===== src/rtl/rle_pkg.sv =====
// Shared constants and types for the RLE decoder: coefficient format and FSM states.
package rle_pkg;
  localparam int BLK_N  = 8;
  localparam int COEF_W = 18;
  localparam int RUN_W  = 3;

  typedef logic signed [COEF_W-1:0] coef_t;

  typedef enum logic [1:0] {IDLE, ZEROS, VALUE, FILL} rle_state_t;
endpackage


===== src/rtl/rle_out_reg.sv =====
// Output holding register: keeps coef/idx/last/valid stable until the consumer takes them.
module rle_out_reg
  import rle_pkg::*;
(
  input  logic              clk,
  input  logic              rst_n,
  input  logic              i_load,
  input  logic [COEF_W-1:0] i_coef,
  input  logic [2:0]        i_idx,
  input  logic              i_last,
  input  logic              i_ready,
  output logic              o_valid,
  output logic [COEF_W-1:0] o_coef,
  output logic [2:0]        o_idx,
  output logic              o_last,
  output logic              o_free
);
  assign o_free = !o_valid || i_ready;

  // The top only asserts i_load while o_free is high.
  always_ff @(posedge clk or negedge rst_n) begin
    if (!rst_n) begin
      o_valid <= 1'b0;
      o_coef  <= '0;
      o_idx   <= '0;
      o_last  <= 1'b0;
    end else if (i_load) begin
      o_valid <= 1'b1;
      o_coef  <= i_coef;
      o_idx   <= i_idx;
      o_last  <= i_last;
    end else if (i_ready) begin
      o_valid <= 1'b0;
    end
  end
endmodule


===== src/rtl/rle_decoder.sv =====
// Run-length decoder: expands (run, value, eob) tokens into 8-coefficient blocks
// with index and last markers; sticky err on tokens that overrun the block.
module rle_decoder
  import rle_pkg::*;
(
  input  logic                     clk,
  input  logic                     reset,
  input  logic                     in_valid,
  output logic                     in_ready,
  input  logic [RUN_W-1:0]         in_run,
  input  logic signed [COEF_W-1:0] in_value,
  input  logic                     in_eob,
  output logic                     out_valid,
  input  logic                     out_ready,
  output logic signed [COEF_W-1:0] out_coef,
  output logic [2:0]               out_idx,
  output logic                     out_last,
  output logic                     err
);
  rle_state_t       r_state, w_state_nxt;
  logic [2:0]       r_pos;
  logic [RUN_W-1:0] r_zcnt;
  coef_t            r_hold;
  logic             r_en;
  logic             w_free, w_accept, w_ovf, w_close, w_emit;
  logic [3:0]       w_sum;
  coef_t            w_coef;

  assign w_sum    = {1'b0, r_pos} + {1'b0, in_run};
  assign w_ovf    = !in_eob && w_sum[3];
  // An overflowing token closes the block exactly like an eob.
  assign w_close  = in_eob || w_ovf;
  assign in_ready = r_en && (r_state == IDLE) && w_free;
  assign w_accept = in_valid && in_ready;

  // in_ready stays low until the first edge after reset release.
  always_ff @(posedge clk or negedge reset) begin
    if (!reset) r_en <= 1'b0;
    else        r_en <= 1'b1;
  end

  always_ff @(posedge clk or negedge reset) begin
    if (!reset) r_state <= IDLE;
    else        r_state <= w_state_nxt;
  end

  always_comb begin
    w_state_nxt = r_state;
    case (r_state)
      IDLE:
        if (w_accept) begin
          if (w_close)          w_state_nxt = (r_pos == 3'(BLK_N-1)) ? IDLE : FILL;
          else if (in_run == 0) w_state_nxt = IDLE;
          else if (in_run == 1) w_state_nxt = VALUE;
          else                  w_state_nxt = ZEROS;
        end
      ZEROS: if (w_free && r_zcnt == 1)             w_state_nxt = VALUE;
      VALUE: if (w_free)                            w_state_nxt = IDLE;
      FILL:  if (w_free && r_pos == 3'(BLK_N-1))    w_state_nxt = IDLE;
      default:                                      w_state_nxt = IDLE;
    endcase
  end

  always_comb begin
    w_emit = 1'b0;
    w_coef = '0;
    case (r_state)
      IDLE: begin
        w_emit = w_accept;
        if (!w_close && in_run == 0) w_coef = in_value;
      end
      VALUE: begin
        w_emit = w_free;
        w_coef = r_hold;
      end
      default: w_emit = w_free;
    endcase
  end

  always_ff @(posedge clk or negedge reset) begin
    if (!reset) begin
      r_pos  <= '0;
      r_zcnt <= '0;
      r_hold <= '0;
      err    <= 1'b0;
    end else begin
      if (w_emit) r_pos <= r_pos + 3'd1;
      if (w_accept && w_ovf) err <= 1'b1;
      if (w_accept && !w_close && in_run != 0) begin
        r_hold <= in_value;
        r_zcnt <= in_run - 1'b1;
      end else if (r_state == ZEROS && w_free) begin
        r_zcnt <= r_zcnt - 1'b1;
      end
    end
  end

  rle_out_reg u_out (
    .clk    (clk),
    .rst_n  (reset),
    .i_load (w_emit),
    .i_coef (w_coef),
    .i_idx  (r_pos),
    .i_last (r_pos == 3'(BLK_N-1)),
    .i_ready(out_ready),
    .o_valid(out_valid),
    .o_coef (out_coef),
    .o_idx  (out_idx),
    .o_last (out_last),
    .o_free (w_free)
  );
endmodule


===== config.mk =====
export PLATFORM = sky130hd
export DESIGN_NAME = rle_decoder
export DESIGN_NICKNAME = d
export VERILOG_FILES = /design/src/rtl/rle_pkg.sv /design/src/rtl/rle_out_reg.sv /design/src/rtl/rle_decoder.sv
export SDC_FILE = /design/constraint.sdc
export NUM_CORES = 1
export LEC_CHECK = 0
export CORE_MARGIN = 1
export CORE_UTILIZATION = 40
export CTS_BUF_LIST = sky130_fd_sc_hd__clkbuf_16
export DETAILED_ROUTE_END_ITERATION = 8
export PLACE_DENSITY = 0.64
export SKIP_CTS_REPAIR_TIMING = 1
export SLEW_MARGIN = 0
export SYNTH_ARGS = -nofsm -noshare
export SYNTH_HDL_FRONTEND = slang
export SYNTH_SLANG_ARGS = --single-unit

===== constraint.sdc =====
create_clock -name clk -period 3.8 [get_ports clk]
set_clock_uncertainty 0.2 [all_clocks]
set_input_delay 1.14 -clock clk [delete_from_list [all_inputs] [get_ports clk]]
set_output_delay 1.14 -clock clk [all_outputs]
set_load 0.005 [all_outputs]

Word level (Yosys, flattened, before mapping) --
Index checks and enable logic that the tools add are counted.
Operators by class: add/sub/neg operators 4, equality and inequality tests 10, muxes and demuxes 16, reduce and logical (&&, ||, !) cells 22
Operators with widths (number):
- $pmux W18 S2 | 1
- $mux W18 | 1
- $mux W2 | 8
- $logic_and A1 B1 Y1 | 11
- $ne A2 B2 Y1 const B | 4
- $pmux W2 S4 | 1
- $eq A3 B1 Y1 const B | 2
- $mux W3 | 2
- $sub A3 B1 Y3 const B | 2
- $add A3 B3 Y4 | 1
- $eq A2 B2 Y1 const B | 2
- $reduce_and A4 Y1 | 1
- $reduce_bool A2 Y1 | 2
- $add A3 B1 Y3 const B | 1
- $eq A3 B3 Y1 const B | 1
- $logic_not A1 Y1 | 3
- $logic_not A3 Y1 | 1
- $mux W1 | 3
- $reduce_bool A3 Y1 | 1
- $eq A2 B1 Y1 const B | 1
- $logic_not A2 Y1 | 1
- $logic_or A1 B1 Y1 | 2
Word-level totals: register bits 51, input bits 26, output and inout port bits 25, logic and storage cells 62

Logic depth before layout (Yosys ltp) --
word-level depth 7, mapped depth 8, depth with buffers taken out 6

By module --
A second synthesis with hierarchy kept.
Second synthesis, totals: cells, all modules 180, area, all modules 2512.4 um^2
By module, submodules not included:
- rle_decoder | times used 1, cells each 131, area each 1654.1 um^2, seq. area each 700.7 um^2
- rle_out_reg | times used 1, cells each 49, area each 858.3 um^2, seq. area each 575.6 um^2

Worst setup path after synthesis --
Ideal clock, no wire load.
kind input to register, from input port in_run[1], to register r_hold[10], setup time 125 ps, arrival 2550 ps, data required time 3475 ps, setup slack 925 ps, cell stages on the path 6, buffers on the path 1, cell sequence ha_1 -> a31oi_1 -> o21ai_1 -> nor3_1 -> buf_2 -> mux2_2
On the way: word-level cells in the longest chain between the ends 6, elaborated cells between the ends (all ways) 7, those cells by class add/sub: 1; reduce/logical: 6
RTL lines:
- start: declaration | RTL line rle_decoder.sv:10 | input logic [RUN_W-1:0] in_run,
- $add A3 B3 Y4 | RTL line rle_decoder.sv:29 | assign w_sum = {1'b0, r_pos} + {1'b0, in_run};
- $logic_and A1 B1 Y1 | RTL line rle_decoder.sv:30 | assign w_ovf = !in_eob && w_sum[3];
- $logic_or A1 B1 Y1 | RTL line rle_decoder.sv:32 | assign w_close = in_eob || w_ovf;
- $logic_not A1 Y1 | RTL line rle_decoder.sv:89 | if (w_accept && !w_close && in_run != 0) begin
- $logic_and A1 B1 Y1 | RTL line rle_decoder.sv:89
- $logic_and A1 B1 Y1 (*) | RTL line rle_decoder.sv:89
- end signal: assignment | RTL line rle_decoder.sv:90 | r_hold <= in_value;
- end: declaration | RTL line rle_decoder.sv:23 | coef_t r_hold;
Mark *: on every way between the ends. The rest lies on a longest branch, timed or not. A chain may end at the register's enable or synchronous reset.

Final worst setup path --
from input port out_ready, to output port in_ready
On the way: word-level cells in the longest chain between the ends 2
RTL lines:
- start: declaration | RTL line rle_decoder.sv:14 | input logic out_ready,
- $logic_or A1 B1 Y1 | RTL line rle_out_reg.sv:18 | assign o_free = !o_valid || i_ready;
- $logic_and A1 B1 Y1 | RTL line rle_decoder.sv:33 | assign in_ready = r_en && (r_state == IDLE) && w_free;
- end: declaration | RTL line rle_decoder.sv:9 | output logic in_ready,
No other way between the ends.

==> flow_metrics.env <==
export IMPL_outcome="complete, no violations"
export IMPL_rsz0062_at_grt="no"
export IMPL_place_ws_ps=85.9
export IMPL_power_frac_comb=0.420
export IMPL_cts_tree="built"
export IMPL_required_ps=2460
export IMPL_overflow=0
export IMPL_r2r_cells=6
export IMPL_layout_drive_gt1_share=0.173
export IMPL_worst_setup_path_type="in2out"
export IMPL_drcViolationCount=0
export IMPL_ys_ff_latch=51
export IMPL_ys_seq_area_frac=0.524
export IMPL_fp_dieH_um=80.1
export IMPL_yosysMostFrequentCell="dfrtp_1"
export IMPL_clkSlewWorstSetupHoldPaths_ps=60
export IMPL_syn_nets=264
export IMPL_worstPathCellList="clkdlybuf4s50_1 > nand2b_1 > and3_1 > clkdlybuf4s50_1"
export IMPL_worst_r2r_endpoint="r_hold[1]$_DFFE_PN0P_"
export IMPL_synth_area_um2=2440
export IMPL_finalMaxSlewViolations=0
export IMPL_r2r_slack_ps=1490
export IMPL_crit_end="in_ready"
export IMPL_cp_start_kind="input pin"
export IMPL_routed_wl_um=4860
export IMPL_fin_nets=318
export IMPL_insertion_delay_ps=280
export IMPL_cp_data_arrival_time_ps=2370
export IMPL_netlist_instances=229
export IMPL_power_net_switching_w=0.000765
export IMPL_synth_ff_type="dfrtp_1"
export IMPL_slew_limit_headroom=0.574
export IMPL_grt_pass1_vias=1695
export IMPL_cp_num_buf_inv=2
export IMPL_timing_rr_start="r_pos[1]$_DFFE_PN0P_"
export IMPL_coreArea_um2=5890
export IMPL_cp_slowest_stage_delay_ps=490
export IMPL_setup_tns_ps=0
export IMPL_ys_warn_count=0
export IMPL_via_per_inst=4.94
export IMPL_yosys_top_cells_area="dfrtp_1 (52%), mux2_2 (9.2%), o22ai_2 (5.1%)"
export IMPL_seq_power_share=0.402
export IMPL_yosys_area_top_type="dfrtp_1"
export IMPL_num_rows=28
export IMPL_drv_cap=0
export IMPL_crit_cells=4
export IMPL_clkPwrFrac=0.178
export IMPL_yosys_top_cells_count="dfrtp_1 (51), inv_1 (23), nor2_1 (22)"
export IMPL_hold_viol_final=0
export IMPL_cts_buffers=5
export IMPL_grt_max_degree=52
export IMPL_ys_async_sr_fraction=1.00
export IMPL_synth_top_cell_area_share=0.524
export IMPL_start_util=0.414
export IMPL_clk_path_buf_depth=2
export IMPL_leakagePower_nw=1.46
export IMPL_vdd_drop_max_mv=0.375
export IMPL_drt_iter0_markers=58
export IMPL_critPathSlowestCell="clkdlybuf4s50_1"
export IMPL_antenna_found_initial=0
export IMPL_syn_area_per_cell_um2=10.6
export IMPL_worst_slew_pin_slew_ps=640
export IMPL_ant_nets=0
export IMPL_cellPowerDensity_nw_per_um2=747
export IMPL_dp_hpwl_um=3200
export IMPL_grtUsageTotal=0.167
export IMPL_p_sw_frac=0.321
export IMPL_internal_power_w=0.00162
export IMPL_dieArea_um2=6410
export IMPL_via_count=1773
export IMPL_die_w_um=80.1
export IMPL_numPortBuffers=50
export IMPL_ys_types=37
export IMPL_fin_crit_ps=3710
export IMPL_synth_edff_count=0
export IMPL_grt_pass1_wl_um=8050
export IMPL_final_period_utilization=0.976
export IMPL_fmaxAchievable_mhz=270
export IMPL_syn_to_final_growth_pct=30.9
export IMPL_wl_per_cell_um=13.5
export IMPL_hp_class="reg2reg"
export IMPL_path_max_fanout=2
export IMPL_diodes=0
export IMPL_cp_startpoint="out_ready"
export IMPL_crit_family="buffers and inverters"
export IMPL_finalSetupViolCount=0
export IMPL_cts_sinks=51
export IMPL_cp_common_cell="clkdlybuf4s50_1"
export IMPL_endpoint_kind="primary output"
export IMPL_ioPinCount=51
export IMPL_clock_root_buffer="clkbuf_16"
export IMPL_dr_pass1_iters=4
export IMPL_fin_ws_ps=91.2
export IMPL_gp_congestion=0.720
export IMPL_cts_htree_levels=2
-- logic make-up after synthesis --
group	synth area share
DFF	0.524
and+or+nand+nor	0.109
adders and majority gates	0.0462
other	0.00154
buffers and inverters	0.0601
AOI/OAI and AO/OA	0.144
xor gates and xnor gates	0.0144
muxes	0.101
-- cell usage in the layout (no fill, tap or decap), types with 2 or more instances in the layout --
| master | instances |
|---|---|
| clkbuf_16 | 5 |
| nand2b_1 | 2 |
| buf_4 | 7 |
| mux2i_1 | 2 |
| mux2_2 | 20 |
| o21ai_0 | 3 |
| a21o_1 | 2 |
| o22ai_2 | 10 |
| nor2b_1 | 4 |
| nor2_1 | 22 |
| o22ai_1 | 8 |
| dfrtp_1 | 51 |
| ha_1 | 9 |
| inv_1 | 24 |
| clkdlybuf4s50_1 | 49 |
| nand2_1 | 21 |
| a21oi_1 | 18 |
| xnor2_1 | 3 |
-- power groups by stage --
stage                     combinational [W]  clock [W]  sequential, W
after floorplan                    0.000577          0       0.000954
after CTS                           0.00102   0.000440       0.000961
final                              0.000999   0.000424       0.000958
after detailed placement            0.00101          0       0.000968
after global placement             0.000990          0       0.000963
after global routing                0.00112   0.000461       0.000992
-- cell type report --
type	instances	area, µm²
multi-input cells	144	1020
fillers	548	2700
repair buffers	58	568
well taps	75	93.8
inverters	23	86.3
flip-flops and latches	51	1280
clock buffers	5	125
clock inverters	3	16.3
-- flip-flops by register name, indices dropped and copies added (netlist names) --
register,flops
err,1
r_en,1
r_hold,18
r_pos,3
r_state,2
r_zcnt,3
u_out.o_coef,18
u_out.o_idx,3
u_out.o_last,1
u_out.o_valid,1
-- metrics by stage --
stage          power [W]  cell area, µm²  utilization  hold slack (ps)  instances
3_5_place_dp     0.00198            3050        0.518              262        351
4_1_cts          0.00242            3190        0.542              277        359
5_1_grt          0.00258            3190        0.542              284        359
2_1_floorplan    0.00153            2440            -              251        229
6_report         0.00238            3190        0.542              271        359
3_3_place_gp     0.00195            3050        0.518              246        351
-- worst min-delay path by stage --
stage	from	end	slack (ps)	cells after the start
after floorplan	err$_DFFE_PN0P_	err$_DFFE_PN0P_	250	1
after global placement	err$_DFFE_PN0P_	err$_DFFE_PN0P_	250	1
after detailed placement	u_out.o_idx[2]$_DFFE_PN0P_	u_out.o_idx[2]$_DFFE_PN0P_	260	2
after CTS	err$_DFFE_PN0P_	err$_DFFE_PN0P_	280	1
after global routing	err$_DFFE_PN0P_	err$_DFFE_PN0P_	280	1
final	err$_DFFE_PN0P_	err$_DFFE_PN0P_	270	1
-- metal layers --
layer / vias to the layer above / global-route usage / share of wire
met5: - / 0 / 0
met4: 0 / 0.0589 / 0.0099
met3: 4 / 0.0330 / 0.034
met2: 31 / 0.266 / 0.46
met1: 851 / 0.226 / 0.49
li1: 887 / - / -
(Power assumes the default switching activity.)
